$ cat src/rtl/seg_pkg.sv
// Shared constants, state type and helpers for the 4-digit 7-segment scan controller.
// Segment patterns are active-low in {a,b,c,d,e,f,g} order.
package seg_pkg;

    localparam int unsigned NUM_DIGITS = 4;

    localparam logic [6:0] SEG_0     = 7'b0000001;
    localparam logic [6:0] SEG_1     = 7'b1001111;
    localparam logic [6:0] SEG_2     = 7'b0010010;
    localparam logic [6:0] SEG_3     = 7'b0000110;
    localparam logic [6:0] SEG_4     = 7'b1001100;
    localparam logic [6:0] SEG_5     = 7'b0100100;
    localparam logic [6:0] SEG_6     = 7'b0100000;
    localparam logic [6:0] SEG_7     = 7'b0001111;
    localparam logic [6:0] SEG_8     = 7'b0000000;
    localparam logic [6:0] SEG_9     = 7'b0000100;
    localparam logic [6:0] SEG_BLANK = 7'b1111111;

    typedef enum logic {
        BLANK = 1'b0,
        DRIVE = 1'b1
    } state_e;

    // Bit k set when digit k is a leading zero (digits k..top all zero); digit 0 never set.
    function automatic logic [NUM_DIGITS-1:0] lz_mask(input logic [4*NUM_DIGITS-1:0] digits);
        logic [NUM_DIGITS-1:0] m;
        logic                  all_zero;
        m        = '0;
        all_zero = 1'b1;
        for (int k = NUM_DIGITS - 1; k >= 1; k--) begin
            all_zero = all_zero && (digits[4*k +: 4] == 4'd0);
            m[k]     = all_zero;
        end
        return m;
    endfunction

endpackage

$ cat src/rtl/seg_decoder.sv
// Combinational BCD to active-low 7-segment decoder; codes 10..15 decode to blank.
module seg_decoder
    import seg_pkg::*;
(
    input  logic [3:0] bcd_i,
    output logic [6:0] seg_o
);

    always_comb begin
        seg_o = SEG_BLANK;
        case (bcd_i)
            4'd0:    seg_o = SEG_0;
            4'd1:    seg_o = SEG_1;
            4'd2:    seg_o = SEG_2;
            4'd3:    seg_o = SEG_3;
            4'd4:    seg_o = SEG_4;
            4'd5:    seg_o = SEG_5;
            4'd6:    seg_o = SEG_6;
            4'd7:    seg_o = SEG_7;
            4'd8:    seg_o = SEG_8;
            4'd9:    seg_o = SEG_9;
            default: seg_o = SEG_BLANK;
        endcase
    end

endmodule

$ cat src/rtl/seg_scan_ctrl.sv
// Time-multiplexed scan controller for a 4-digit common-anode 7-segment display with
// anti-ghost blanking, tear-free snapshot, blink, leading-zero suppression and decimal point.
module seg_scan_ctrl
    import seg_pkg::*;
#(
    parameter int unsigned DIGIT_CYCLES = 100000,
    parameter int unsigned BLANK_CYCLES = 1000,
    parameter int unsigned BLINK_FRAMES = 125
) (
    input  logic        clk,
    input  logic        rst_n,
    input  logic [15:0] digits_i,
    input  logic        update_i,
    input  logic [3:0]  blink_i,
    input  logic [3:0]  dp_i,
    input  logic        lzs_i,
    output logic [3:0]  an_o,
    output logic [6:0]  seg_o,
    output logic        dp_o,
    output logic        frame_o
);

    localparam int unsigned CntW = $clog2(DIGIT_CYCLES);
    localparam int unsigned IdxW = $clog2(NUM_DIGITS);
    localparam int unsigned BfW  = (BLINK_FRAMES > 1) ? $clog2(BLINK_FRAMES) : 1;

    localparam logic [CntW-1:0] CntLast  = CntW'(DIGIT_CYCLES - 1);
    localparam logic [CntW-1:0] CntBlank = CntW'(BLANK_CYCLES);
    localparam logic [IdxW-1:0] IdxLast  = IdxW'(NUM_DIGITS - 1);
    localparam logic [BfW-1:0]  BfLast   = BfW'(BLINK_FRAMES - 1);

    state_e          state_q, state_d;
    logic            run_q, run_d;
    logic [CntW-1:0] cnt_q, cnt_d;
    logic [IdxW-1:0] idx_q, idx_d;
    logic [BfW-1:0]  bcnt_q, bcnt_d;
    logic            bph_q, bph_d;
    logic [15:0]     pending_q, pending_d;
    logic [15:0]     shown_q, shown_d;
    logic [3:0]      an_q, an_d;
    logic [6:0]      seg_q, seg_d;
    logic            dp_q, dp_d;
    logic            frame_q, frame_d;

    logic            slot_end;
    logic            frame_end;
    logic            frame_cur;
    logic [3:0]      dec_bcd;
    logic [6:0]      dec_seg;
    logic [3:0]      lz;
    logic            supp;

    // Counters and snapshot registers. cnt_q/idx_q describe the cycle currently on the pins;
    // run_q holds the position at frame start for the first edge after reset.
    always_comb begin
        run_d     = 1'b1;
        cnt_d     = cnt_q;
        idx_d     = idx_q;
        bcnt_d    = bcnt_q;
        bph_d     = bph_q;
        pending_d = pending_q;
        shown_d   = shown_q;

        slot_end  = run_q && (cnt_q == CntLast);
        frame_end = slot_end && (idx_q == IdxLast);
        frame_cur = run_q && (cnt_q == '0) && (idx_q == '0);

        if (!run_q) begin
            cnt_d = '0;
            idx_d = '0;
        end else if (slot_end) begin
            cnt_d = '0;
            idx_d = (idx_q == IdxLast) ? '0 : idx_q + IdxW'(1);
        end else begin
            cnt_d = cnt_q + CntW'(1);
        end

        if (frame_end) begin
            if (bcnt_q == BfLast) begin
                bcnt_d = '0;
                bph_d  = ~bph_q;
            end else begin
                bcnt_d = bcnt_q + BfW'(1);
            end
        end

        if (update_i) begin
            pending_d = digits_i;
        end
        if (frame_cur) begin
            shown_d = update_i ? digits_i : pending_q;
        end
    end

    always_comb begin
        state_d = state_q;
        case (state_q)
            BLANK:   if (cnt_d >= CntBlank) state_d = DRIVE;
            DRIVE:   if (cnt_d == '0) state_d = BLANK;
            default: state_d = BLANK;
        endcase
    end

    assign dec_bcd = shown_d[{idx_d, 2'b00} +: 4];

    seg_decoder u_seg_decoder (
        .bcd_i (dec_bcd),
        .seg_o (dec_seg)
    );

    // Outputs are registered from next-state so the anodes track DRIVE with no extra cycle.
    always_comb begin
        an_d    = 4'b1111;
        seg_d   = SEG_BLANK;
        dp_d    = 1'b1;
        frame_d = (cnt_d == '0) && (idx_d == '0);
        lz      = lz_mask(shown_d);
        supp    = (lzs_i && lz[idx_d]) || (bph_d && blink_i[idx_d]);
        if ((state_d == DRIVE) && !supp) begin
            an_d[idx_d] = 1'b0;
            seg_d       = dec_seg;
            dp_d        = ~dp_i[idx_d];
        end
    end

    always_ff @(posedge clk or negedge rst_n) begin
        if (!rst_n) begin
            state_q   <= BLANK;
            run_q     <= 1'b0;
            cnt_q     <= '0;
            idx_q     <= '0;
            bcnt_q    <= '0;
            bph_q     <= 1'b0;
            pending_q <= '0;
            shown_q   <= '0;
            an_q      <= 4'b1111;
            seg_q     <= SEG_BLANK;
            dp_q      <= 1'b1;
            frame_q   <= 1'b0;
        end else begin
            state_q   <= state_d;
            run_q     <= run_d;
            cnt_q     <= cnt_d;
            idx_q     <= idx_d;
            bcnt_q    <= bcnt_d;
            bph_q     <= bph_d;
            pending_q <= pending_d;
            shown_q   <= shown_d;
            an_q      <= an_d;
            seg_q     <= seg_d;
            dp_q      <= dp_d;
            frame_q   <= frame_d;
        end
    end

    assign an_o    = an_q;
    assign seg_o   = seg_q;
    assign dp_o    = dp_q;
    assign frame_o = frame_q;

endmodule

$ cat config.mk
export PLATFORM = sky130hd
export DESIGN_NAME = seg_scan_ctrl
export DESIGN_NICKNAME = d
export VERILOG_FILES = /design/src/rtl/seg_pkg.sv /design/src/rtl/seg_decoder.sv /design/src/rtl/seg_scan_ctrl.sv
export SDC_FILE = /design/constraint.sdc
export NUM_CORES = 1
export LEC_CHECK = 0
export CORE_MARGIN = 1
export CORE_UTILIZATION = 51
export DETAILED_ROUTE_END_ITERATION = 12
export PLACE_DENSITY = 0.76
export RECOVER_POWER = 25
export SLEW_MARGIN = 15
export SYNTH_ARGS = -nofsm -noshare
export SYNTH_HDL_FRONTEND = slang
export SYNTH_SLANG_ARGS = --single-unit
$ cat constraint.sdc
create_clock -name clk -period 3.7 [get_ports clk]
set_input_delay 0.74 -clock clk [delete_from_list [all_inputs] [get_ports clk]]
set_output_delay 0.74 -clock clk [all_outputs]
set_load 0.005 [all_outputs]
=== After elaboration in Yosys (flattened, before gate mapping) ===
Memories as Yosys holds them, arrays and structs flattened.
Cells that the tools add are included.

* Word-level logic and storage cells: 71
* ROM bits: 112
* Output and inout port bits: 13
* Memories kept: 1
* Bits in registers: 74

{| class="wikitable"
|+ Memory list
! memory !! words !! bits a word !! read ports !! clocked after Yosys merged registers in !! wr ports !! line !! text
|-
| (name not given) || 16 || 7 || 1 || 0 || 0 || seg_decoder.sv:11 || <nowiki>case (bcd_i)</nowiki>
|}

* Eq/ne operators: 3
* Bitwise logic cells: 4
* Shifts and indexed selects: 1
* $lt $le $gt $ge: 3
* Reduce and logical (&&, ||, !) cells: 20
* Mux-type cells: 24
* Add/sub/neg operators: 3

{| class="wikitable"
|+ Operator list
! cell !! number
|-
| zero test 17 bit || 2
|-
| 2-to-1 mux 17 bit || 2
|-
| 2-to-1 mux 16 bit || 2
|-
| adder 17 x 1 -> 17 bit (second input constant) || 1
|-
| equality test 17 bit (second input constant) || 1
|-
| greater-or-equal comparator 17 x 10 -> 1 bit (second input constant) || 1
|-
| indexed part select 16 x 5 -> 4 bit || 1
|-
| 2-to-1 mux 7 bit || 2
|-
| zero test 4 bit || 3
|-
| logical AND 1 bit || 11
|-
| 2-to-1 mux 1 bit || 9
|-
| adder 7 x 1 -> 7 bit (second input constant) || 1
|-
| equality test 7 bit (second input constant) || 1
|-
| binary-select mux 1 bit (select 2 bit) || 3
|-
| 2-to-1 mux 2 bit || 3
|-
| zero test 2 bit || 2
|-
| 2-to-1 mux 4 bit || 1
|-
| NOT 4 bit || 1
|-
| < comparator 2 x 3 -> 1 bit (second input constant) || 1
|-
| NOT 1 bit || 3
|-
| adder 2 x 1 -> 2 bit (second input constant) || 1
|-
| demux 1 bit (select 2 bit) || 1
|-
| equality test 2 bit (second input constant) || 1
|-
| greater-or-equal comparator 2 x 1 -> 1 bit (second input constant) || 1
|-
| 3 further kinds || 3
|}

=== Depth between registers and ports, before layout ===
* Depth after elaboration: 14
* Depth in mapped cells: 14
* Mapped depth without buffers: 12

=== By module ===
A second synthesis with hierarchy kept.

* Cells, all modules: 402
* Area total of the unflattened synthesis: 4068.9 µm²

{| class="wikitable"
|+ Modules (own cells, without submodules)
! module !! area each (µm²) !! times used !! cells each
|-
| seg_scan_ctrl || 3858.7 || 1 || 369
|-
| seg_decoder || 210.2 || 1 || 33
|}

=== Worst setup path after synthesis ===
OpenSTA, ideal clock, no wires.

* Path type: register to register
* From: reg cnt_q[8]
* To: reg seg_q[3], in the netlist seg_o[3]
* Arrival: 3.449 ns
* Stages on the path, launching flop included: 15
* Setup time: 0.098 ns
* Required time: 3.602 ns
* Path slack: 0.153 ns
* Path through: dfrtp_1 buf_6 or4_4 or3_1 buf_2 nor2_4 mux2_4 inv_2 buf_6 mux2i_1 mux2i_1 inv_1 ha_1 and2_1 o311ai_1

* Elaborated cells between the ends (all ways): 35
* Classes of those cells: 1 x add/sub; 1 x order compare; 1 x eq/ne; 1 x shift; 14 x mux; 16 x reduce/logical; 1 x memory

{| class="wikitable"
|+ RTL lines
! element !! line !! text
|-
| from (decl) || seg_scan_ctrl.sv:34 || <nowiki>logic [CntW-1:0] cnt_q, cnt_d;</nowiki>
|-
| from (signal assigned) || seg_scan_ctrl.sv:143 || <nowiki>cnt_q <= cnt_d;</nowiki>
|-
| equality test 17 bit * || seg_scan_ctrl.sv:64 || <nowiki>slot_end = run_q && (cnt_q == CntLast);</nowiki>
|-
| logical AND 1 bit * || seg_scan_ctrl.sv:64 ||
|-
| 2-to-1 mux 2 bit * || seg_scan_ctrl.sv:71 || <nowiki>end else if (slot_end) begin</nowiki>
|-
| 2-to-1 mux 2 bit * || seg_scan_ctrl.sv:68 || <nowiki>if (!run_q) begin</nowiki>
|-
| named net idx_d[0] || seg_scan_ctrl.sv:35 || <nowiki>logic [IdxW-1:0] idx_q, idx_d;</nowiki>
|-
| parallel branches: the longest is 6 deep, another holds memory read (16 x 7 bit) || n/a ||
|-
| 2-to-1 mux 7 bit * || seg_scan_ctrl.sv:119 || <nowiki>if ((state_d == DRIVE) && !supp) begin</nowiki>
|-
| named net seg_d[3] || seg_scan_ctrl.sv:41 || <nowiki>logic [6:0] seg_q, seg_d;</nowiki>
|-
| to (signal assigned) || seg_scan_ctrl.sv:150 || <nowiki>seg_q <= seg_d;</nowiki>
|-
| to (decl) || seg_scan_ctrl.sv:41 ||
|}

Mark *: on every way through the listed nets, which the timed path passes. The select of a mux whose other input is x is not followed.
A chain may end at the register's enable or synchronous reset.

=== Final worst setup path ===
* From: reg cnt_q[8]
* To: reg seg_q[0], in the netlist seg_o[0]

* Longest elaborated chain between the ends: 14
* Elaborated cells between the ends (all ways): 35
* Classes of those cells: 1 x add/sub; 1 x order compare; 1 x eq/ne; 1 x shift; 14 x mux; 16 x reduce/logical; 1 x memory

{| class="wikitable"
|+ Ends and longest elaborated chain
! element !! line
|-
| parallel branches: the longest is 13 deep, another holds adder 17 x 1 -> 17 bit || n/a
|-
| 2-to-1 mux 7 bit * || seg_scan_ctrl.sv:119
|-
| named net seg_d[0] || seg_scan_ctrl.sv:41
|}

Marked as above.

==> flow_summary.toml <==
[pwr]
p_switching_uw = 560
pwr-share-seq_pct = 47.3
p_sw_share_pct = 29.0
p_leak_uw = 0.00195
intPower_uw = 1370
clkPwrFrac_pct = 34.1
p_per_area_nw_per_um2 = 410
pwr-share-comb_pct = 18.6
peakVddDrop_mv = 0.264

[cells_and_area]
n_fill_cell = 598
antenna_cells = 0
drive_above_1_share_pct = 22.4
final_nets = 454
seq_area_um2 = 1870
mostFrequentLayoutCells = "62 x dfrtp_1, 39 x clkdlybuf4s50_1, 33 x mux2_2"
final_util_pct = 63.7
layout.cells.most_common = "dfrtp_1"
area_delta_synth_final_pct = 18.5
multi_input_area_um2 = 1940

[yosys]
synth_enable_flop_cells = 0
synth-seq-cells = 74
syn_nets = 409
ys_seq_area_share_pct = 46.9
netlist_area_um2 = 3980
netlist_instances = 369
synth_flop_cell = "dfrtp_1"
ys_warn_count = 0
async_flop_share_pct = 100
ys_types = 57
avgSynthCellArea_um2 = 10.8

[worst_hold_path]
hold_path_class = "register to register"

[critical_path]
crit_start = "cnt_q[8]$_DFF_PN0_"
crit_path_top_delay_cell = "or4_4"
timing.rr.start = "cnt_q[8]$_DFF_PN0_"
path_buf_inv = 1
r2r_slack_ps = 190
critPathMaxFanout = 12
critPathKind = "register to register"
max_stage_delay_ps = 550
crit_chain = "or4_4 > or3_1 > nor2_4 > mux2_4 > inv_2 > o221a_1 > o31a_1 > mux2_2 > o211ai_1"
crit_family = "simple AND/OR/NAND/NOR gates"
critPathArrivalTime_ps = 3780
r2r_end = "seg_o[0]$_DFF_PN1_"
startpoint_type = "register"
worst_setup_path_end_kind = "register"
crit_required_ps = 3970
crit_end = "seg_o[0]$_DFF_PN1_"
cp.depth = 9
reg2regPathDepth = 9

[place]
globalplace.congestion = 0.854
post-dp-hpwl_mm = 6.20
port_buffers = 40

[routing]
detail_route.first_pass.iterations = 4
first_iter_violations = 218
drcViolationCount = 0
vias_per_cell = 5.68
drtAntennaViolNets = 0
routed_wl_mm = 8.52
vias = 2944
wl_per_cell_um = 16.4

[sta]
setup-tns-final_ps = 0
relSlewSlack_pct = -76.4
setup_viol_count_final = 0
fmax_mhz = 285
worst_pin_slew_ps = 2650
clock_skew_ps = 8.59
fin_crit_sh_pct = 94.8
min_period_ps = 3510
hold_violations = 0
slew_viol_final = 50
rsz0062_at_grt = "no"

[cts]
cts_buffers = 9
htree_levels = 3
cts_hold_buf = 0
cts_resized = 0
cts_tree = "done"
path_clk_slew_ps = 90
clockBufferDepth = 2
clk-insertion-delay-late_ps = 350
cts_root_buffer = "clkbuf_8"
post-cts-setup-buffers = 0
clkSinkCount = 74

[global_route]
met2_usage_pct = 34.4
grt_antenna_before_repair = 0
grt_pass1_vias = 2948
grt-ovfl-total = 0
grt.total_usage_pct = 22.2
use_met3_pct = 5.22
grt_max_degree = 50
grt_pass1_wl_mm = 14.2
met1_usage_pct = 30.8
busiest_layer = "met2"

[floorplanning]
die_area_um2 = 8160
io_pins = 41
die_x_um = 90.3
initial_utilization_pct = 53.7
core_region_area_um2 = 7410
rows = 31
dieHeight_um = 90.3

[outcome]
status = "finished with violations"
violations = "capacitance limit, slew limit"

[job]
maxCapViolCount = 1
[logic make-up after synthesis]
| kind of cell | after synthesis | synth area share [%] |
|---|---|---|
| AO/OA/AOI/OAI | 47 | 8.36 |
| flip-flops | 74 | 46.9 |
| other | 1 | 0.0942 |
| AND/OR/NAND/NOR | 130 | 18.0 |
| adder cells (fa/ha/maj) | 12 | 3.77 |
| XOR/XNOR | 17 | 3.74 |
| buffers and inverters | 37 | 4.24 |
| multiplexers | 51 | 14.8 |
[cells in the mapped netlist, types with 9 or more instances]
master    instances  share of area (%)
dfrtp_1          62                 39
clkbuf_1         10               0.94
ha_1             12                3.8
xor2_1            9                2.0
nand2_1          14                1.3
nand3_1          22                2.8
o21ai_0          13                1.6
nor3_1           10                1.3
inv_1            15                1.4
mux2i_1          13                3.3
nor2_1           27                2.5
dfstp_2          12                7.9
nand4_1          12                1.9
mux2_2           33                9.3
[flip-flops by register name (all words and copies together) (netlist names)]
signal and cells:
frame_o 1, an_o 4, bph_q 1, run_q 1
cnt_q 17, seg_o 7, bcnt_q 7, state_q 1
pending_q 16, dp_o 1, shown_q 16, idx_q 2
[through the flow]
stage | hold WS, ps | instances | total power [µW] | setup WS [ps] | area (µm²)
floorplan | 444 | 369 | 1160 | 153 | 3980
global placement | 469 | 502 | 1270 | 287 | 4510
global route | 525 | 518 | 2020 | 35.3 | 4720
finish | 479 | 518 | 1930 | 192 | 4720
detailed placement | 464 | 502 | 1290 | 227 | 4510
CTS | 479 | 518 | 1950 | 198 | 4720
[per-layer routing]
metal,routed length [µm],vias to the layer above
met3,437,9
met4,105,0
met2,3940,85
li1,-,1418
met1,4040,1432
met5,0,-
[area by class of cell]
| class | instances | area share, % |
|---|---|---|
| multi-input cells | 258 | 41.2 |
| flip-flops and latches | 74 | 39.6 |
| repair buffers | 54 | 10.8 |
| clock buffers | 9 | 2.63 |
| well taps | 99 | 2.63 |
| clock inverters | 7 | 1.75 |
| inverters | 17 | 1.35 |
[power groups by stage]
stage          sequential (µW)  combinational [µW]  clock (µW)
6_report                   915                 361         659
3_3_place_gp               925                 347           0
2_1_floorplan              917                 239           0
5_1_grt                    925                 396         701
3_5_place_dp               930                 358           0
4_1_cts                    915                 361         671
[how the worst min path moves through the flow]
stage / from / slack (ps) / to / cells after the start
after floorplan: rst_n / 440 / bcnt_q[0]$_DFFE_PN0P_ / 0
after global placement: bph_q$_DFF_PN0_ / 470 / bph_q$_DFF_PN0_ / 1
after detailed placement: bph_q$_DFF_PN0_ / 460 / bph_q$_DFF_PN0_ / 1
after CTS: bph_q$_DFF_PN0_ / 480 / bph_q$_DFF_PN0_ / 1
after global routing: pending_q[13]$_DFF_PN0_ / 520 / pending_q[13]$_DFF_PN0_ / 1
final: bph_q$_DFF_PN0_ / 480 / bph_q$_DFF_PN0_ / 1
[worst register-to-register path, cell delays in order (launching register included)]
cell and delay [ps]:
dfrtp_1 460, or4_4 550, or3_1 450, nor2_4 150, mux2_4 350, inv_2 220
o221a_1 240, o31a_1 440, mux2_2 400, o211ai_1 160
Power figures use the tool's default switching activity.
